==> src/rtl/minterm_sweep_ctrl_pkg.sv <==
// Shared constants, state encoding and helpers for the minterm sweep sequencer.
// Default masks are the canonical truth tables of the minimized F1/F2 lab circuits.
package minterm_sweep_ctrl_pkg;

    localparam int          N_MINTERMS  = 16;
    localparam logic [15:0] F1_MASK_DEF = 16'h0F5F;
    localparam logic [15:0] F2_MASK_DEF = 16'hADA8;

    typedef enum logic [1:0] {
        ST_IDLE   = 2'd0,
        ST_SETTLE = 2'd1,
        ST_SAMPLE = 2'd2,
        ST_DONE   = 2'd3
    } state_e;

    // Number of functions flagged in a {F2,F1} miss vector (0..2).
    function automatic logic [1:0] miss_count(input logic [1:0] miss);
        return {1'b0, miss[0]} + {1'b0, miss[1]};
    endfunction

endpackage

==> src/rtl/minterm_sweep_ctrl_settle_timer.sv <==
// Settle-delay down-counter: load a start value, count down while enabled,
// and flag expiry once the count reaches zero.
module sweep_settle_timer
    import minterm_sweep_ctrl_pkg::*;
(
    input  logic       clk,
    input  logic       rst_n,
    input  logic       load,
    input  logic [3:0] load_val,
    input  logic       en,
    output logic       expired
);

    logic [3:0] cnt_q;
    logic [3:0] cnt_d;

    always_comb begin
        cnt_d = cnt_q;
        if (load) begin
            cnt_d = load_val;
        end else if (en && (cnt_q != 4'd0)) begin
            cnt_d = cnt_q - 4'd1;
        end
    end

    always_ff @(posedge clk or negedge rst_n) begin
        if (!rst_n) begin
            cnt_q <= 4'd0;
        end else begin
            cnt_q <= cnt_d;
        end
    end

    assign expired = (cnt_q == 4'd0);

endmodule

==> src/rtl/minterm_sweep_ctrl.sv <==
// Sweeps all 16 {A,B,C,D} vectors into the F1/F2 circuits under test, samples
// both outputs after a settle delay and accumulates mismatch results.
module minterm_sweep_ctrl
    import minterm_sweep_ctrl_pkg::*;
#(
    parameter int          SETTLE  = 2,
    parameter logic [15:0] F1_MASK = F1_MASK_DEF,
    parameter logic [15:0] F2_MASK = F2_MASK_DEF
) (
    input  logic       clk,
    input  logic       rst_n,
    input  logic       start,
    input  logic       abort,
    output logic [3:0] vec_o,
    input  logic       f1_i,
    input  logic       f2_i,
    output logic       busy,
    output logic       done,
    output logic       result_valid,
    output logic       pass,
    output logic [5:0] err_cnt,
    output logic [3:0] fail_idx,
    output logic [1:0] fail_fn
);

    // The timer holds SETTLE-1 so that SETTLE state lasts exactly SETTLE cycles.
    localparam logic [3:0] SETTLE_LOAD = (SETTLE > 0) ? 4'(SETTLE - 1) : 4'd0;
    localparam state_e     VEC_STATE   = (SETTLE > 0) ? ST_SETTLE : ST_SAMPLE;

    state_e     state_q,        state_d;
    logic [3:0] vec_q,          vec_d;
    logic [5:0] err_cnt_q,      err_cnt_d;
    logic [3:0] fail_idx_q,     fail_idx_d;
    logic [1:0] fail_fn_q,      fail_fn_d;
    logic       result_valid_q, result_valid_d;
    logic       pass_q,         pass_d;

    logic       timer_load;
    logic       timer_en;
    logic       timer_expired;
    logic [1:0] f_miss;

    sweep_settle_timer u_settle_timer (
        .clk      (clk),
        .rst_n    (rst_n),
        .load     (timer_load),
        .load_val (SETTLE_LOAD),
        .en       (timer_en),
        .expired  (timer_expired)
    );

    assign f_miss = {f2_i != F2_MASK[vec_q], f1_i != F1_MASK[vec_q]};

    always_comb begin
        state_d        = state_q;
        vec_d          = vec_q;
        err_cnt_d      = err_cnt_q;
        fail_idx_d     = fail_idx_q;
        fail_fn_d      = fail_fn_q;
        result_valid_d = result_valid_q;
        pass_d         = pass_q;
        timer_load     = 1'b0;
        timer_en       = 1'b0;

        case (state_q)
            ST_IDLE: begin
                if (start) begin
                    vec_d          = 4'd0;
                    err_cnt_d      = 6'd0;
                    fail_idx_d     = 4'd0;
                    fail_fn_d      = 2'b00;
                    result_valid_d = 1'b0;
                    pass_d         = 1'b0;
                    timer_load     = 1'b1;
                    state_d        = VEC_STATE;
                end
            end
            ST_SETTLE: begin
                timer_en = 1'b1;
                if (timer_expired) begin
                    state_d = ST_SAMPLE;
                end
            end
            ST_SAMPLE: begin
                // err_cnt still zero means this is the first miss of the sweep.
                if (f_miss != 2'b00) begin
                    err_cnt_d = err_cnt_q + 6'(miss_count(f_miss));
                    if (err_cnt_q == 6'd0) begin
                        fail_idx_d = vec_q;
                        fail_fn_d  = f_miss;
                    end
                end
                if (vec_q != 4'd15) begin
                    vec_d      = vec_q + 4'd1;
                    timer_load = 1'b1;
                    state_d    = VEC_STATE;
                end else begin
                    state_d = ST_DONE;
                end
            end
            ST_DONE: begin
                result_valid_d = 1'b1;
                pass_d         = (err_cnt_q == 6'd0);
                state_d        = ST_IDLE;
            end
            default: begin
                state_d = ST_IDLE;
            end
        endcase

        // Abort freezes every result register and wins over any transition.
        if (abort) begin
            state_d        = ST_IDLE;
            vec_d          = vec_q;
            err_cnt_d      = err_cnt_q;
            fail_idx_d     = fail_idx_q;
            fail_fn_d      = fail_fn_q;
            result_valid_d = result_valid_q;
            pass_d         = pass_q;
            timer_load     = 1'b0;
            timer_en       = 1'b0;
        end
    end

    always_ff @(posedge clk or negedge rst_n) begin
        if (!rst_n) begin
            state_q        <= ST_IDLE;
            vec_q          <= 4'd0;
            err_cnt_q      <= 6'd0;
            fail_idx_q     <= 4'd0;
            fail_fn_q      <= 2'b00;
            result_valid_q <= 1'b0;
            pass_q         <= 1'b0;
        end else begin
            state_q        <= state_d;
            vec_q          <= vec_d;
            err_cnt_q      <= err_cnt_d;
            fail_idx_q     <= fail_idx_d;
            fail_fn_q      <= fail_fn_d;
            result_valid_q <= result_valid_d;
            pass_q         <= pass_d;
        end
    end

    assign vec_o        = vec_q;
    assign busy         = (state_q != ST_IDLE);
    assign done         = (state_q == ST_DONE);
    assign result_valid = result_valid_q;
    assign pass         = pass_q;
    assign err_cnt      = err_cnt_q;
    assign fail_idx     = fail_idx_q;
    assign fail_fn      = fail_fn_q;

endmodule

==> config.mk <==
export PLATFORM = sky130hd
export DESIGN_NAME = minterm_sweep_ctrl
export DESIGN_NICKNAME = d
export VERILOG_FILES = /design/src/rtl/minterm_sweep_ctrl_pkg.sv /design/src/rtl/minterm_sweep_ctrl_settle_timer.sv /design/src/rtl/minterm_sweep_ctrl.sv
export SDC_FILE = /design/constraint.sdc
export NUM_CORES = 1
export LEC_CHECK = 0
export CORE_MARGIN = 2
export CORE_UTILIZATION = 48
export DETAILED_ROUTE_END_ITERATION = 8
export GPL_TIMING_DRIVEN = 0
export PLACE_DENSITY_LB_ADDON = 0.3
export SLEW_MARGIN = 40
export SYNTH_ARGS = -nofsm -noshare
export SYNTH_HDL_FRONTEND = slang
export SYNTH_SLANG_ARGS = --single-unit
export TNS_END_PERCENT = 1
==> constraint.sdc <==
create_clock -name clk -period 2.45 [get_ports clk]
set_clock_uncertainty 0.15 [all_clocks]
set_input_delay 0.3675 -clock clk [delete_from_list [all_inputs] [get_ports clk]]
set_output_delay 0.3675 -clock clk [all_outputs]
set_load 0.01 [all_outputs]
======== Yosys cells after proc, flatten, opt, wreduce, memory -nomap -nowiden ========
Memory sizes are Yosys's and may differ from the RTL's.
Index checks and enable logic that the tools add are counted.
storage, ports and cells
  flip-flop bits (word level) ............. 24
  bits in latches ......................... 0
  bits in writable memories ............... 0
  ROM bits ................................ 32
  output and inout bits ................... 20
  word-level logic and storage cells ...... 74
  memories kept ........................... 2
memories
  memory           depth  width  read ports  clocked after Yosys merged registers in  write ports  RTL line                  text
  (no name shown)  16     1      1           0                                        0            minterm_sweep_ctrl.sv:52  assign f_miss = {f2_i != F2_MASK[vec_q], f1_i != F1_MASK[vec_q]};
  (no name shown)  16     1      1           0                                        0            minterm_sweep_ctrl.sv:52
operators by class
  add/subtract/negate cells ............... 4
  $mul .................................... 0
  divide/modulo/power cells ............... 0
  order comparisons ....................... 1
  eq/ne operators ......................... 12
  shifts and indexed selects .............. 0
  multiplexer cells ....................... 31
  bitwise operators ....................... 1
  reductions and logical operators ........ 15
operator list
  kind                                                                  number
  4-bit two-way mux                                                     6
  4-bit case mux with 2 select lines                                    2
  2-bit two-way mux                                                     7
  6-bit two-way mux                                                     2
  6-bit case mux with 2 select lines                                    1
  2-bit nonzero test                                                    5
  1-bit two-way mux                                                     8
  2-bit inequality test, second input constant                          4
  2-bit case mux with 4 select lines                                    1
  4-bit AND reduction                                                   2
  6-bit by 2-bit adder with 6-bit output                                1
  6-bit logical NOT                                                     1
  3-bit inequality test, second input constant                          2
  1-bit case mux with 2 select lines                                    3
  4-bit by 5-bit < comparator with 1-bit output, second input constant  1
  5-bit AND reduction                                                   1
  4-bit by 1-bit adder with 4-bit output, second input constant         1
  2-bit == test, second input constant                                  2
  4-bit logical NOT                                                     1
  4-bit inequality test, second input constant                          1
  2-bit case mux with 2 select lines                                    1
  4-bit nonzero test                                                    1
  4-bit by 1-bit subtractor with 4-bit output, second input constant    1
  3-bit AND reduction                                                   1
  7 further kinds                                                       8

======== Logic depth before layout (Yosys ltp) ========
Gate-level depths: netlist of the first run.
  depth in word-level cells ............... 7
  gate-level depth with buffers ........... 11

======== Modules after synthesis ========
Synthesis of the first run repeated with hierarchy kept, for this count alone.
unflattened totals
  cells, all modules ...................... 165
  area total of the unflattened synthesis .. 1,539.0 µm²
by module, submodules not included
  module              times used  cells each  area an instance (µm²)  seq. area each (µm²)
  minterm_sweep_ctrl  1           138         1,268.7                 500.5
  sweep_settle_timer  1           27          270.3                   100.1

======== Least setup slack after synthesis of the first run ========
No wires, ideal clock.
  path kind ............................... register -> register
  start ................................... register vec_q[1] (netlist: vec_o[1])
  end ..................................... register err_cnt_q[1] (netlist: err_cnt[1])
  library setup time ...................... 0.087 ns
  data arrival time ....................... 2.377 ns
  data required time ...................... 2.213 ns
  slack ................................... -0.164 ns
  cell stages (with the launch flop) ...... 11
  path buffers ............................ 0
  cell sequence ........................... dfrtp_1 -> inv_1 -> ha_1 -> and2_4 -> o211a_4 -> nor3_1 -> inv_1 -> fa_1 -> ha_1 -> nand3_1 -> o211ai_1
on the way
  word-level cells in the longest chain between the ends .. 7
  elaborated cells on any way between the ends .. 13
RTL lines
  element                                  RTL line                      text
  start: declaration                       minterm_sweep_ctrl.sv:31      logic [3:0] vec_q, vec_d;
  start signal: assignment                 minterm_sweep_ctrl.sv:136     vec_q <= vec_d;
  memory 16 x 1 bit                        --
  1-bit two-way mux (not written as such)  minterm_sweep_ctrl.sv:52
  1-bit inequality test                    minterm_sweep_ctrl.sv:52
  1-bit by 1-bit adder with 2-bit output   minterm_sweep_ctrl_pkg.sv:18  return {1'b0, miss[0]} + {1'b0, miss[1]};
  6-bit by 2-bit adder with 6-bit output   minterm_sweep_ctrl.sv:87      err_cnt_d = err_cnt_q + 6'(miss_count(f_miss));
  6-bit two-way mux                        minterm_sweep_ctrl.sv:86      if (f_miss != 2'b00) begin
  6-bit case mux with 2 select lines       minterm_sweep_ctrl.sv:65      case (state_q)
  end signal: assignment                   minterm_sweep_ctrl.sv:137     err_cnt_q <= err_cnt_d;
  end: declaration                         minterm_sweep_ctrl.sv:32      logic [5:0] err_cnt_q, err_cnt_d;
Several ways; a longest one is shown, not always the timed one. The select of a mux whose other input is x is not followed.
A chain may end at the register's enable or synchronous reset.

======== Worst setup path in the final report of the first run ========
  start ................................... register vec_q[0] (netlist: vec_o[0])
  end ..................................... register err_cnt_q[1] (netlist: err_cnt[1])
The elaborated chain is that of the path after synthesis.

==> results of run 1 <==
-- placed cells by master, fill, tap and decap left out, types with 3 or more instances in the layout --
cell type         n
ha_1              6
o21ai_0           9
ha_4              3
inv_1             8
buf_2             4
dfrtp_1          22
clkbuf_4          3
nand2b_1          3
o211ai_1          6
nand4_1           3
a221o_1           3
nand3_1          14
a21oi_1           9
nand2_1          20
or4_1             3
clkbuf_1          3
and3_1            3
clkdlybuf4s50_1  24
buf_4             8
nor2_1           11
-- area by class of cell --
class	count	area [µm²]
Multi-Input combinational cell	133	968.4
Clock buffer	3	22.52
Timing Repair Buffer	34	327.8
Inverter	10	37.54
Fill cell	245	994.7
Buffer	11	63.81
Clock inverter	1	30.03
Sequential cell	24	603.1
Tap cell	44	55.05
-- repair_timing --
action,in CTS,in global routing
hold buffers,1,0
setup endpoints to repair,5,6
resized for setup,6,9
hold endpoints to repair,24,0
pin swaps,2,8
buffers inserted,5,3
-- Yosys cell counts (all sizes together) (2+ instances only) --
| library cell | instances |
|---|---|
| clkbuf | 3 |
| xnor2 | 2 |
| or4 | 3 |
| o21ai | 11 |
| xor2 | 2 |
| o2bb2ai | 2 |
| a221o | 3 |
| nand3 | 15 |
| nand2 | 20 |
| o31ai | 2 |
| nor2 | 12 |
| nor3 | 5 |
| and2 | 3 |
| buf | 8 |
| nor4 | 3 |
| ha | 9 |
| o211ai | 6 |
| nand4 | 3 |
| nand3b | 2 |
| dfrtp | 24 |
| a31o | 2 |
| inv | 10 |
| a21oi | 9 |
| and3 | 3 |
| nand2b | 3 |
-- kinds of logic after synthesis --
group	count (synthesis)
compound gates	44
mux	2
buf+inv	21
xor+xnor	4
fa+ha+maj	10
simple gates	73
flops	24
-- per-layer routing --
layer	track usage, %	wire, µm	up-vias
met3	2.484	239	8
li1	-	-	724
met5	0	0	-
met2	37.29	2027	66
met1	30.34	1747	740
met4	7.295	74	0
-- per-stage QoR --
step | cell area, µm² | TNS [ns]
after floorplan | 1610 | 0
after global placement | 1916 | -1.248
after detailed placement | 1911 | -1.544
after CTS | 2023 | 0
after global routing | 2108 | -0.4646
final | 2108 | -0.04614
-- where the power goes --
group,internal (W),switching [W]
sequential,0.000454,0.0000621
combinational,0.000242,0.000274
clock,0.000165,0.000131
total,0.000861,0.000467
-- critical path: stages (launching register included) --
cell,delay (ns)
dfrtp_2,0.47
ha_4,0.16
and2_4,0.16
o211a_4,0.26
nor3_4,0.20
inv_2,0.07
fa_2,0.40
ha_4,0.28
nand3_2,0.06
o211ai_1,0.19
-- flip-flops by register name, summed over array words and instances, names as in the netlist --
register / flops
err_cnt: 6
u_settle_timer.cnt_q: 4
result_valid: 1
fail_idx: 4
state_q: 2
fail_fn: 2
vec_o: 4
pass: 1
-- path summary, 6_finish.rpt --
path	endpoint	slack (ns)
worst max register to register	err_cnt[1]$_DFFE_PN0P_	-0.03
min in group asynchronous	err_cnt[2]$_DFFE_PN0P_	0.39
worst max-delay path	err_cnt[1]$_DFFE_PN0P_	-0.03
worst min register to register	pass$_DFFE_PN0P_	0.37
max in group asynchronous	vec_o[0]$_DFFE_PN0P_	1.36
worst min-delay path	pass$_DFFE_PN0P_	0.37
==> results.ini, run 1 <==
[route]
vias_per_cell=5.915
drc=0
postRouteWirelength_um=4088
dr_total_vias=1538
first_pass_iters=4
wl_per_cell_um=15.72
ant_nets=0
drt_iter0_markers=80

[final_layout]
synthToLayoutAreaGrowth_pct=31.95
layout.nets=233
antenna_cells=0
final_util_pct=67.94
fin_cells=260
drive_gt1_share_pct=18.98

[worst_setup_path]
cp-end-kind=register
crit_path_max_fanout=3
cp.arrival_ns=2.58
r2r_start=vec_o[0]$_DFFE_PN0P_
required_ns=2.55
crit_start=vec_o[0]$_DFFE_PN0P_
r2r_cells=9
cp-start-kind=register
worstSetupPathType=reg -> reg

[yosys]
synth_compound_area_share_pct=19.50
yosysTopAreaCellShare_pct=37.59
synth_cells=178
synth_top_family_by_area=simple AND/OR/NAND/NOR gates
ys_seq_area_share_pct=37.59
avgSynthCellArea_um2=8.976
synth_xor_xnor_area_share_pct=2.193
synthMuxAreaShare_pct=1.331
synth_fa_ha_area_share_pct=8.301
synth_top_cells_by_area=dfrtp_1 38%, ha_1 7.0%, nand2_1 4.7%, nand3_1 4.7%, o21ai_0 3.1%
synth_ff_type=dfrtp_1
postSynth.asyncResetShare_pct=100.0
ys_warn_count=0
synth_edf_count=0
synth-seq-cells=24
synthSimpleGateAreaFrac_pct=24.75
netlist_area_um2=1598
syn_nets=194
yosys.area.top_type=dfrtp_1
yosysUniqueCellTypes=45

[power_and_ir_drop]
power.leakage_nw=0.8551
ir_drop_v=0.0003963
p_total_w=0.001328
p_per_area_nw_per_um2=629.8

[run_status]
violations=setup timing
outcome=finished, violations left

[clock_tree]
cts_buffer_depth=2
clock_sinks=24
clock-root-buffer=clkbuf_4
path_clk_slew_ns=0.15
clkLatencyLatePin_ns=0.32
cts_buffers=3
cts_tree=done
htree_levels=1

[floorplan]
ios=26
die_h_um=61.70
die_w_um=61.70
core-area_um2=3103
start_util_pct=51.49
rows=20
dieArea_um2=3806

[global_routing]
antenna_found_initial=0
grt_pass1_vias=1385
grt_pass1_wl_um=6417
grtUsageTotal_pct=22.33
grt-ovfl-total=0
grt_max_degree=25

[run]
cap_viol_max_count=0

[placed_design]
place.gp.congestion=0.8453
port_buffers=25
hpwl_um=2721
dp.cells=247
dpl_worst_slack_ns=-0.3611

[sta]
fin_crit_sh_pct=101.1
hold_ws_ns=0.3726
slew_headroom_pct=57.39
setup_violations=2
grt_setup_unrepaired=yes
min_period_ns=2.478
final-hold-violation-count=0
setup_ws_ns=-0.02760
fmax_ghz=0.4036
worst_pin_slew_ns=0.6391
drv_slew=0

[hold_path]
hold_depth=2
min_path_type=reg -> reg
holdCritStartpoint=pass$_DFFE_PN0P_

Note: power is estimated with default switching activity, not from simulation.
==> run 2: changes to the inputs <==
--- a/config.mk
+++ b/config.mk
@@ -6,10 +6,11 @@
 export NUM_CORES = 1
 export LEC_CHECK = 0
 export CORE_MARGIN = 2
-export CORE_UTILIZATION = 48
+export CORE_UTILIZATION = 53
 export DETAILED_ROUTE_END_ITERATION = 8
 export GPL_TIMING_DRIVEN = 0
 export PLACE_DENSITY_LB_ADDON = 0.3
+export SETUP_SLACK_MARGIN = 0.3
 export SLEW_MARGIN = 40
 export SYNTH_ARGS = -nofsm -noshare
 export SYNTH_HDL_FRONTEND = slang
==> constraint.sdc (replaced) <==
create_clock -name clk -period 2.6 [get_ports clk]
set_clock_uncertainty 0.15 [all_clocks]
set_input_delay 0.39 -clock clk [delete_from_list [all_inputs] [get_ports clk]]
set_output_delay 0.39 -clock clk [all_outputs]
set_load 0.01 [all_outputs]
==> run 2 against run 1 <==
  * The run ends with DRC left
  * Sequential cell count unchanged
  * Critical path depth rose by 1
  * Power shrank 12%
  * Worst setup slack improved by 0.16 ns
  * Largest cell class unchanged
  * Highest routed layer unchanged
  * Sequential share of layout area up 0.24 points
  * Final cell count fell by 4.2%
==> results.ini, run 2 (same netlist as run 1, synthesis figures left out) <==
[run_status]
outcome=finished, violations left  ; unchanged
violations=DRC  ; was setup timing

[final_layout]
drive_gt1_share_pct=22.02  ; was 18.98%
largest_register_ffs=6  ; unchanged
layout_commonest_cell=clkdlybuf4s50_1  ; unchanged
fin_area_um2=2091  ; was 2108 µm²
synthToLayoutAreaGrowth_pct=30.85  ; was 31.95%
layout.nets=235  ; was 233
layout_common_cells=24 x clkdlybuf4s50_1, 22 x dfrtp_1, 19 x nand2_1  ; was 24 x clkdlybuf4s50_1, 22 x dfrtp_1, 20 x nand2_1
antenna_cells=0  ; unchanged

[hold_path]
holdCritStartpoint=result_valid$_DFFE_PN0P_  ; was pass$_DFFE_PN0P_
min_path_type=reg -> reg  ; unchanged

[sta]
fin_crit_sh_pct=95.05  ; was 101.1%
grt_setup_unrepaired=yes  ; unchanged
min_period_ns=2.471  ; was 2.478 ns
worst_pin_slew_ns=0.6129  ; was 0.6391 ns
tns_ns=0  ; was -0.04614 ns
fmax_ghz=0.4047  ; was 0.4036 GHz
final-hold-violation-count=0  ; unchanged
slew_headroom_pct=59.14  ; was 57.39%
setup_violations=0  ; was 2
drv_slew=0  ; unchanged

[floorplan]
dieArea_um2=3470  ; was 3806 µm²
start_util_pct=56.96  ; was 51.49%
rows=19  ; was 20
core-area_um2=2805  ; was 3103 µm²
ios=26  ; unchanged
die_w_um=58.91  ; was 61.70 µm
die_h_um=58.91  ; was 61.70 µm

[clock_tree]
cts_buffers=3  ; unchanged
path_clk_slew_ns=0.14  ; was 0.15 ns
clock_sinks=24  ; unchanged
htree_levels=1  ; unchanged
clock-root-buffer=clkbuf_4  ; unchanged
cts_tree=done  ; unchanged
cts_buffer_depth=2  ; unchanged
clkLatencyLatePin_ns=0.32  ; about the same

[worst_setup_path]
critPathMaxStageDelay_ns=0.44  ; was 0.47 ns
cp-end-kind=register  ; unchanged
slowest_stage=dfrtp_2  ; unchanged
cp-start-kind=register  ; unchanged
crit_path_max_fanout=3  ; unchanged
path_cells=inv_2, ha_4, and2_4, o211a_4, nor3_4, inv_2, fa_2, ha_4, nand3_2, o211ai_1  ; was ha_4, and2_4, o211a_4, nor3_4, inv_2, fa_2, ha_4, nand3_2, o211ai_1
cp.arrival_ns=2.57  ; was 2.58 ns
required_ns=2.70  ; was 2.55 ns
r2r_start=vec_o[1]$_DFFE_PN0P_  ; was vec_o[0]$_DFFE_PN0P_
crit_start=vec_o[1]$_DFFE_PN0P_  ; was vec_o[0]$_DFFE_PN0P_
worstSetupPathType=reg -> reg  ; unchanged

[route]
vias_per_cell=6.028  ; was 5.915
first_pass_iters=6  ; was 4
drt_iter0_markers=65  ; was 80
drc=1  ; was 0
dr_total_vias=1501  ; was 1538
postRouteWirelength_um=4050  ; was 4088 µm
wl_per_cell_um=16.27  ; was 15.72 µm
ant_nets=0  ; unchanged

[global_routing]
grt_pass1_vias=1433  ; was 1385
grt-ovfl-total=0  ; unchanged
antenna_found_initial=0  ; unchanged
grt_max_degree=25  ; unchanged
grtUsageTotal_pct=24.57  ; was 22.33%
grt_pass1_wl_um=6617  ; was 6417 µm

[power_and_ir_drop]
power.leakage_nw=0.8574  ; was 0.8551 nW
p_per_area_nw_per_um2=559.1  ; was 629.8 nW/µm²
p_total_w=0.001169  ; was 0.001328 W
ir_drop_v=0.0006358  ; was 0.0003963 V

[placed_design]
dpl_cell_area_um2=1899  ; was 1911 µm²
place.gp.congestion=0.8261  ; was 0.8453
hpwl_um=2755  ; was 2721 µm
port_buffers=25  ; unchanged

[run]
cap_viol_max_count=0  ; unchanged

-- run 2: cell types whose count changed in the layout (fill, tap and decap cells not counted), moves of 2 or more --
cell      previous run  this run
nand3_2              1         3
buf_4                8        11
clkbuf_2             0         2
nand3_1             14        12
-- run 2: layout make-up --
type,count,area [µm²]
inverters,10,37.54
well taps,31,38.79
multi-input cells,133,978.4
fillers,211,714.4
clock buffers,4,36.28
repair buffers,36,330.3
flip-flops and latches,24,603.1
plain buffers,11,66.31
-- run 2: repair_timing --
item,4_1_cts,5_1_grt
endpoints found under the setup margin,6,16
hold buffers,1,0
gates resized for setup,5,14
buffers inserted,4,6
pin swaps,2,7
hold endpoints to repair,24,0
-- run 2: power breakdown --
part	leakage [nW]	total, W	internal, W	switching [W]
clock network	0.0210	0.000206	0.0000857	0.000120
registers	0.324	0.000487	0.000427	0.0000600
logic	0.512	0.000475	0.000217	0.000259
-- run 2: path summary, 6_finish.rpt --
path	endpoint	slack, ns	cells past startpoint
worst max-delay path	err_cnt[1]$_DFFE_PN0P_	0.13	10
worst min-delay path	result_valid$_DFFE_PN0P_	0.38	1
worst max register to register	err_cnt[1]$_DFFE_PN0P_	0.13	10
worst min register to register	result_valid$_DFFE_PN0P_	0.38	1
max in group asynchronous	vec_o[0]$_DFFE_PN0P_	1.47	2
min in group asynchronous	u_settle_timer.cnt_q[2]$_DFFE_PN0P_	0.43	2
-- run 2: through the flow --
stage	utilization [%]	cells	hold WS, ns	setup slack [ns]
2_1_floorplan	-	178	-0.05559	0.2414
3_3_place_gp	67.89	234	0.3297	-0.08215
3_5_place_dp	67.71	234	0.2616	-0.09282
4_1_cts	71.23	243	0.3788	0.1538
5_1_grt	74.53	249	0.3927	0.05922
6_report	74.53	249	0.3785	0.1288
-- run 2: worst max-delay path: cells and delay by family (launching register included) --
kind,cells,cell delay (ns)
and+or+nand+nor,3,0.38
AOI/OAI and AO/OA,2,0.46
adders and majority gates,3,0.83
DFF,1,0.44
buffers and inverters,2,0.13
-- run 2: layer usage --
metal / vias to the layer above / track usage, % / wire [µm]
met5: - / 0 / 0
met4: 0 / 7.792 / 40
met3: 5 / 3.077 / 178
met2: 40 / 41.27 / 2035
met1: 732 / 32.91 / 1797
li1: 724 / - / -
